### src/rtl/digit_scan_driver.sv
// Multiplexed 7-segment scan driver.
// Walks one digit slot at a time, blanks all anodes at the start of each slot
// to suppress ghosting, and swaps in newly loaded data only at frame edges so
// a single scan never shows a mix of old and new values.
module digit_scan_driver #(
    parameter int NUM_DIGITS   = 4,
    parameter int REFRESH_DIV  = 10000,
    parameter int BLANK_CYCLES = 16
) (
    input  logic                    clk,
    input  logic                    rst,
    input  logic [4*NUM_DIGITS-1:0] digits,
    input  logic [NUM_DIGITS-1:0]   dp_in,
    input  logic [NUM_DIGITS-1:0]   digit_en,
    input  logic                    load,
    input  logic                    lz_en,
    output logic [NUM_DIGITS-1:0]   an,
    output logic [6:0]              seg,
    output logic                    dp,
    output logic                    frame_done
);

    localparam int CW = $clog2(REFRESH_DIV);
    localparam int IW = $clog2(NUM_DIGITS);

    localparam logic [CW-1:0] CNT_LAST  = CW'(REFRESH_DIV - 1);
    localparam logic [CW-1:0] BLANK_END = CW'(BLANK_CYCLES);
    localparam logic [IW-1:0] IDX_LAST  = IW'(NUM_DIGITS - 1);

    localparam logic [0:0] ST_BLANK = 1'b0;
    localparam logic [0:0] ST_DRIVE = 1'b1;

    logic [CW-1:0]           cnt;
    logic [IW-1:0]           idx;
    logic [0:0]              state;
    logic                    slot_wrap;
    logic                    frame_end;

    logic [4*NUM_DIGITS-1:0] pend_digits;
    logic [NUM_DIGITS-1:0]   pend_dp;
    logic [NUM_DIGITS-1:0]   pend_en;
    logic [4*NUM_DIGITS-1:0] act_digits;
    logic [NUM_DIGITS-1:0]   act_dp;
    logic [NUM_DIGITS-1:0]   act_en;

    logic [NUM_DIGITS:0]     zero_from;
    logic [NUM_DIGITS-1:0]   suppressed;

    logic [3:0]              cur_nib;
    logic                    cur_dp;
    logic                    cur_en;
    logic                    cur_sup;
    logic [NUM_DIGITS-1:0]   an_onehot;

    logic [NUM_DIGITS-1:0]   an_next;
    logic [6:0]              seg_next;
    logic                    dp_next;

    // Hex to active-low {g,f,e,d,c,b,a} segment pattern.
    function automatic logic [6:0] decode(input logic [3:0] v);
        logic [6:0] s;
        case (v)
            4'h0:    s = 7'b1000000;
            4'h1:    s = 7'b1111001;
            4'h2:    s = 7'b0100100;
            4'h3:    s = 7'b0110000;
            4'h4:    s = 7'b0011001;
            4'h5:    s = 7'b0010010;
            4'h6:    s = 7'b0000010;
            4'h7:    s = 7'b1111000;
            4'h8:    s = 7'b0000000;
            4'h9:    s = 7'b0011000;
            4'hA:    s = 7'b0001000;
            4'hB:    s = 7'b0000011;
            4'hC:    s = 7'b1000110;
            4'hD:    s = 7'b0100001;
            4'hE:    s = 7'b0000110;
            default: s = 7'b0001110;
        endcase
        return s;
    endfunction

    assign state     = (cnt < BLANK_END) ? ST_BLANK : ST_DRIVE;
    assign slot_wrap = (cnt == CNT_LAST);
    assign frame_end = slot_wrap && (idx == IDX_LAST);

    // A digit is a leading zero when it and every higher digit show 0 with no point lit.
    always_comb begin
        zero_from = '0;
        zero_from[NUM_DIGITS] = 1'b1;
        for (int i = NUM_DIGITS - 1; i >= 0; i--) begin
            zero_from[i] = zero_from[i+1] & (act_digits[4*i +: 4] == 4'h0) & ~act_dp[i];
        end
        suppressed    = lz_en ? zero_from[NUM_DIGITS-1:0] : '0;
        suppressed[0] = 1'b0;
    end

    // Pick out the data belonging to the digit currently being scanned.
    always_comb begin
        cur_nib   = 4'h0;
        cur_dp    = 1'b0;
        cur_en    = 1'b0;
        cur_sup   = 1'b0;
        an_onehot = '1;
        for (int i = 0; i < NUM_DIGITS; i++) begin
            if (idx == IW'(i)) begin
                cur_nib      = act_digits[4*i +: 4];
                cur_dp       = act_dp[i];
                cur_en       = act_en[i];
                cur_sup      = suppressed[i];
                an_onehot[i] = 1'b0;
            end
        end
    end

    // Dark unless the slot is past its blanking window and the digit is visible.
    always_comb begin
        an_next  = '1;
        seg_next = 7'b1111111;
        dp_next  = 1'b1;
        if (state != ST_BLANK && cur_en && !cur_sup) begin
            an_next  = an_onehot;
            seg_next = decode(cur_nib);
            dp_next  = ~cur_dp;
        end
    end

    // Slot timer and digit index that together sweep one frame.
    always_ff @(posedge clk or posedge rst) begin
        if (rst) begin
            cnt <= '0;
            idx <= '0;
        end else if (slot_wrap) begin
            cnt <= '0;
            idx <= (idx == IDX_LAST) ? '0 : idx + IW'(1);
        end else begin
            cnt <= cnt + CW'(1);
        end
    end

    // Double-buffered display data: loads land in pending, promoted at frame edges.
    always_ff @(posedge clk or posedge rst) begin
        if (rst) begin
            pend_digits <= '0;
            pend_dp     <= '0;
            pend_en     <= '0;
            act_digits  <= '0;
            act_dp      <= '0;
            act_en      <= '0;
        end else begin
            if (load) begin
                pend_digits <= digits;
                pend_dp     <= dp_in;
                pend_en     <= digit_en;
            end
            if (frame_end) begin
                act_digits <= load ? digits   : pend_digits;
                act_dp     <= load ? dp_in    : pend_dp;
                act_en     <= load ? digit_en : pend_en;
            end
        end
    end

    // Registered pin drive and end-of-scan pulse.
    always_ff @(posedge clk or posedge rst) begin
        if (rst) begin
            an         <= '1;
            seg        <= 7'b1111111;
            dp         <= 1'b1;
            frame_done <= 1'b0;
        end else begin
            an         <= an_next;
            seg        <= seg_next;
            dp         <= dp_next;
            frame_done <= frame_end;
        end
    end

endmodule

### config.mk
export PLATFORM = sky130hd
export DESIGN_NAME = digit_scan_driver
export DESIGN_NICKNAME = d
export VERILOG_FILES = /design/src/rtl/digit_scan_driver.sv
export SDC_FILE = /design/constraint.sdc
export NUM_CORES = 1
export LEC_CHECK = 0
export BUFFER_PORTS_ARGS = -buffer_cell sky130_fd_sc_hd__buf_2
export CORE_MARGIN = 1.5
export CORE_UTILIZATION = 55
export DETAILED_ROUTE_END_ITERATION = 8
export PLACE_DENSITY = 0.78
export SLEW_MARGIN = 20
export SYNTH_ARGS = -nofsm -noshare
export SYNTH_HDL_FRONTEND = slang
export SYNTH_SLANG_ARGS = --single-unit
### constraint.sdc
create_clock -name clk -period 3.3 [get_ports clk]
set_input_delay 0.33 -clock clk [delete_from_list [all_inputs] [get_ports clk]]
set_output_delay 0.33 -clock clk [all_outputs]
set_load 0.02 [all_outputs]
# == After elaboration in Yosys (flattened, before gate mapping) ==
# Memory sizes are Yosys's and may differ from the RTL's.
# Index checks and enable logic that the tools add are counted.
# totals
n_memories,1
reg_bits,77
mem_bits_ro,112
in_bits,28
word_cells,70
output_inout_bits,13
# op_classes
eq_ne,4
n_reduce_logical,9
n_bitwise,12
n_lt_le_gt_ge,1
add_sub_neg,2
n_mux,29
# mem_list
name,words,width,read_ports,rd_clocked_by_memory_dff,write_ports,line_no,source
(name not given),16,7,1,0,0,62,case (v)
# ops
op,count
$mux W4,8
$mux W1,17
$logic_not A4 Y1,4
$mux W16,1
$add A14 B1 Y14 const B,1
$eq A14 B14 Y1 const B,1
$lt A14 B5 Y1 const B,1
$mux W14,1
$and A1 B1 Y1,7
$mux W7,1
$not A1 Y1,5
$eq A2 B2 Y1 const B,2
$logic_and A1 B1 Y1,3
$add A2 B1 Y2 const B,1
$eq A2 B1 Y1 const B,1
$logic_not A2 Y1,1
$mux W2,1
$logic_not A1 Y1,1

# == Logic depth before layout (Yosys ltp) ==
# depth
depth_word,15
mapped_depth,11
ltp_nobuf,10

# == Worst setup path before layout ==
# OpenSTA, ideal clock, no wires.
# synth_path
kind,register to register
from,register idx[0]
to,register seg[3]
path_stages_with_launch,11
setup_ps,79
t_arrival_ps,2249
n_path_buf,0
setup_slack_ps,973
required_time_ps,3221
period_less_slack_ps,2327
path_cell_list,dfrtp_1 inv_1 ha_1 nor2b_1 a221o_1 a22oi_1 inv_1 ha_1 mux2i_1 nor2_1 o21ai_0
# synth_via
elab_chain_len,8
elab_cells_between_ends,20
classes_between,eq/ne: 3; mux: 12; reduce/logical: 4; memory: 1
# synth_lines
item,line_no,source
from (decl),34,logic [IW-1:0] idx;
from (signal assigned),135,idx <= (idx == IDX_LAST) ? '0 : idx + IW'(1);
"parallel branches: the longest is 7 deep, another holds $mem_v2 Z16 W7",n/a,
$mux W7 *,121,if (state != ST_BLANK && cur_en && !cur_sup) begin
net seg_next[3],56,logic [6:0] seg_next;
to (signal assigned),173,seg <= seg_next;
to (decl),18,"output logic [6:0] seg,"
# Mark *: on every way through the listed nets, which the timed path passes.
# A chain may end at the register's enable or synchronous reset.

# == Final worst setup path ==
# layout_path
from,register idx[1]
to,register seg[3]
# Same word-level chain as after synthesis.

==> impl_metrics.toml <==
[run_status]
status = "finished clean"

[yosys]
synth-seq-area-share = 0.554
synth_top_family_by_area = "multiplexers"
yosysWarnings = 0
synthTopCellsByArea = "dfrtp_1 (46%), mux2_2 (9.3%), dfstp_2 (9.0%)"
yosys-mux-area-fraction = 0.183
synth-edff-count = 0
synthArstFlopShare = 1.00
synth.distinct_cells = 47
yosys.area_share.adder = 0.0357
yosys.area.top_type = "dfrtp_1"
synth-xor-area-share = 0.0300
synth_fp_nets = 308
netlist_area_um2 = 3510
synthSimpleGateAreaFrac = 0.0960
ys_ff_latch = 77
post_synth.cell_area_avg_um2 = 13.0
synth_ff_type = "dfrtp_1"
yosys.area.top_type_share = 0.464
synthCells = 270
synth_compound_area_frac = 0.0746

[floorplan]
die_width_um = 82.9
die_area_um2 = 6860
fp.coreArea_um2 = 6030
die_y_um = 82.9
num_rows = 28
pin_count = 41
initial_core_util = 0.582

[cells_and_area]
n_antenna_cell = 0
layout.nets = 353
finalNonFillerCells = 395
layout-drive-gt1-share = 0.384
area_growth_pct = 14.1

[clocking]
cts_root_buf = "clkbuf_8"
cts_buffers = 9
clockBufferDepth = 2
htreeDepth = 3
clkLatencyLatePin_ps = 360
post_cts_buffers = 0
cts.sink_count = 77
cts_tree = "yes"
clk_transition_reported_paths_ps = 90

[worst_setup_path]
cp-end-kind = "register"
required_ps = 3580
cp_data_arrival_time_ps = 3040
cp-start-kind = "register"
path_max_fanout = 13
worst-setup-path-type = "reg -> reg"

[power]
p_int_mw = 1.50
powerDensity_nw_per_um2 = 493
comb_power_share = 0.083
vdd_drop_max_mv = 0.368
power.share.clock = 0.400
power.leakage_nw = 1.91
p_switching_uw = 466
sw_frac_of_total = 0.236
pwr-share-seq = 0.518

[sta]
setup_tns_ps = 0
slew_headroom = 0.561
rsz0062_at_grt = "false"
hold_viol = 0
slew_violations = 0
setup_viol = 0
tightest_slew_ps = 655
fin_ws_ps = 543
fmaxAchievable_mhz = 363
fin_skew_ps = 11.0
whs_ps = 213
fin_crit_ps = 2760
fin_crit_sh = 0.835

[detailed_routing]
vias = 2193
drc_errors = 0
wl_per_cell_um = 16.1
ant_nets = 0
drtIter0Drc = 121
via_per_inst = 5.55
drt-pass1-iter-count = 5
routed_wl_um = 6380

[placed_design]
dp_cells = 378
post-place-ws_ps = 589
place_hpwl_um = 4380
port_buffers = 40
gp_congestion = 0.882

[run]
cap_violations = 0

[global_routing]
grt_pass1_wl_um = 11200
grt_util_all_layers = 0.208
grt_max_degree = 40
grt_pass1_vias = 2314
antenna_found_initial = 0
grt_overflow = 0

[worst_hold_path]
hp-class = "in -> reg"
path summary, 6_finish.rpt:
check	slack, ps	to	depth (start not counted)	from
min	210	pend_en[2]	2	digit_en[2]
max reg2reg	540	seg[3]	10	idx[1]
max in group asynchronous	2100	pend_digits[4]	4	rst
max	540	seg[3]	10	idx[1]
min in group asynchronous	440	pend_en[2]	3	rst
min reg2reg	470	cnt[0]	1	cnt[0]
cell families after synthesis:
kind of cell	Yosys count
xor gates and xnor gates	12
buffers and inverters	20
DFF	77
AOI/OAI and AO/OA	37
muxes	51
and+or+nand+nor	63
adders and majority gates	10
state kept, by name, indices dropped and copies added (netlist names):
register     flops
pend_en          4
frame_done       1
act_dp           4
act_digits      16
seg              7
pend_digits     16
pend_dp          4
cnt             14
dp               1
act_en           4
an               4
idx              2
per-stage QoR:
stage / utilization / instance area [um2] / power, mW
floorplan: - / 3510 / 1.15
global placement: 0.625 / 3770 / 1.19
detailed placement: 0.625 / 3770 / 1.20
CTS: 0.664 / 4000 / 1.99
global route: 0.664 / 4000 / 2.05
finish: 0.664 / 4000 / 1.97
metal layers:
layer / routed length [um] / up-vias / share of wire / track usage
met4: 130 / 0 / 0.020 / 0.0742
met2: 2900 / 56 / 0.46 / 0.322
met1: 2990 / 1074 / 0.47 / 0.279
met3: 357 / 13 / 0.056 / 0.0656
met5: 0 / - / 0 / 0
li1: - / 1050 / - / -
synth_stat cells (all sizes together) (2+ instances only):
cell,instances
clkbuf,6
and4,3
a211oi,5
nor4,4
dfstp,12
nor2,11
a21oi,6
ha,10
xnor2,6
a211o,2
xor2,6
nor2b,4
o21ai,6
inv,10
and3,4
nand2,22
o211ai,2
or4,2
o221ai,4
dfrtp,65
nand4,2
mux2i,3
nand3b,2
buf,4
nand3,4
mux2,48
layout by cell type, fill, tap and decap left out, types with 5 or more instances in the layout:
cell      Yosys  routed
xnor2_1       6       6
dfstp_2      12      12
nand2_1      21      21
buf_2         1      40
a21oi_1       6       6
nor2_1       11      11
o21ai_0       6       6
mux2_2       29      29
mux2_4       19      19
a211oi_1      5       5
ha_1         10      10
xor2_1        6       6
clkbuf_8      0       9
dfrtp_1      65      65
inv_1        10       9
critical path: stages (launching register included):
cell and delay (ps):
dfrtp_1 410, inv_1 100, ha_1 400, nor2b_1 120, a221o_1 340, a22oi_1 330
inv_1 150, ha_1 380, mux2i_1 200, nor2_1 50, o21ai_0 200
layout make-up:
cell class | count | area [um2]
Fill cell | 454 | 2030
Sequential cell | 77 | 1940
Multi-Input combinational cell | 173 | 1470
Timing Repair Buffer | 44 | 233
Clock buffer | 9 | 124
Clock inverter | 7 | 100
Tap cell | 75 | 93.8
Inverter | 10 | 37.5
power by group through the flow:
stage	logic (mW)	clock network, mW	registers (mW)
6_report	0.163	0.788	1.02
3_3_place_gp	0.158	0	1.04
2_1_floorplan	0.108	0	1.04
5_1_grt	0.182	0.843	1.03
3_5_place_dp	0.163	0	1.04
4_1_cts	0.165	0.805	1.02
repair_timing:
action                                 in CTS  in global routing
endpoints found under the hold margin      11                  0
hold buffers                                1                  0
gates resized for setup                     0                  0
Note: power is estimated with default switching activity, not from simulation.
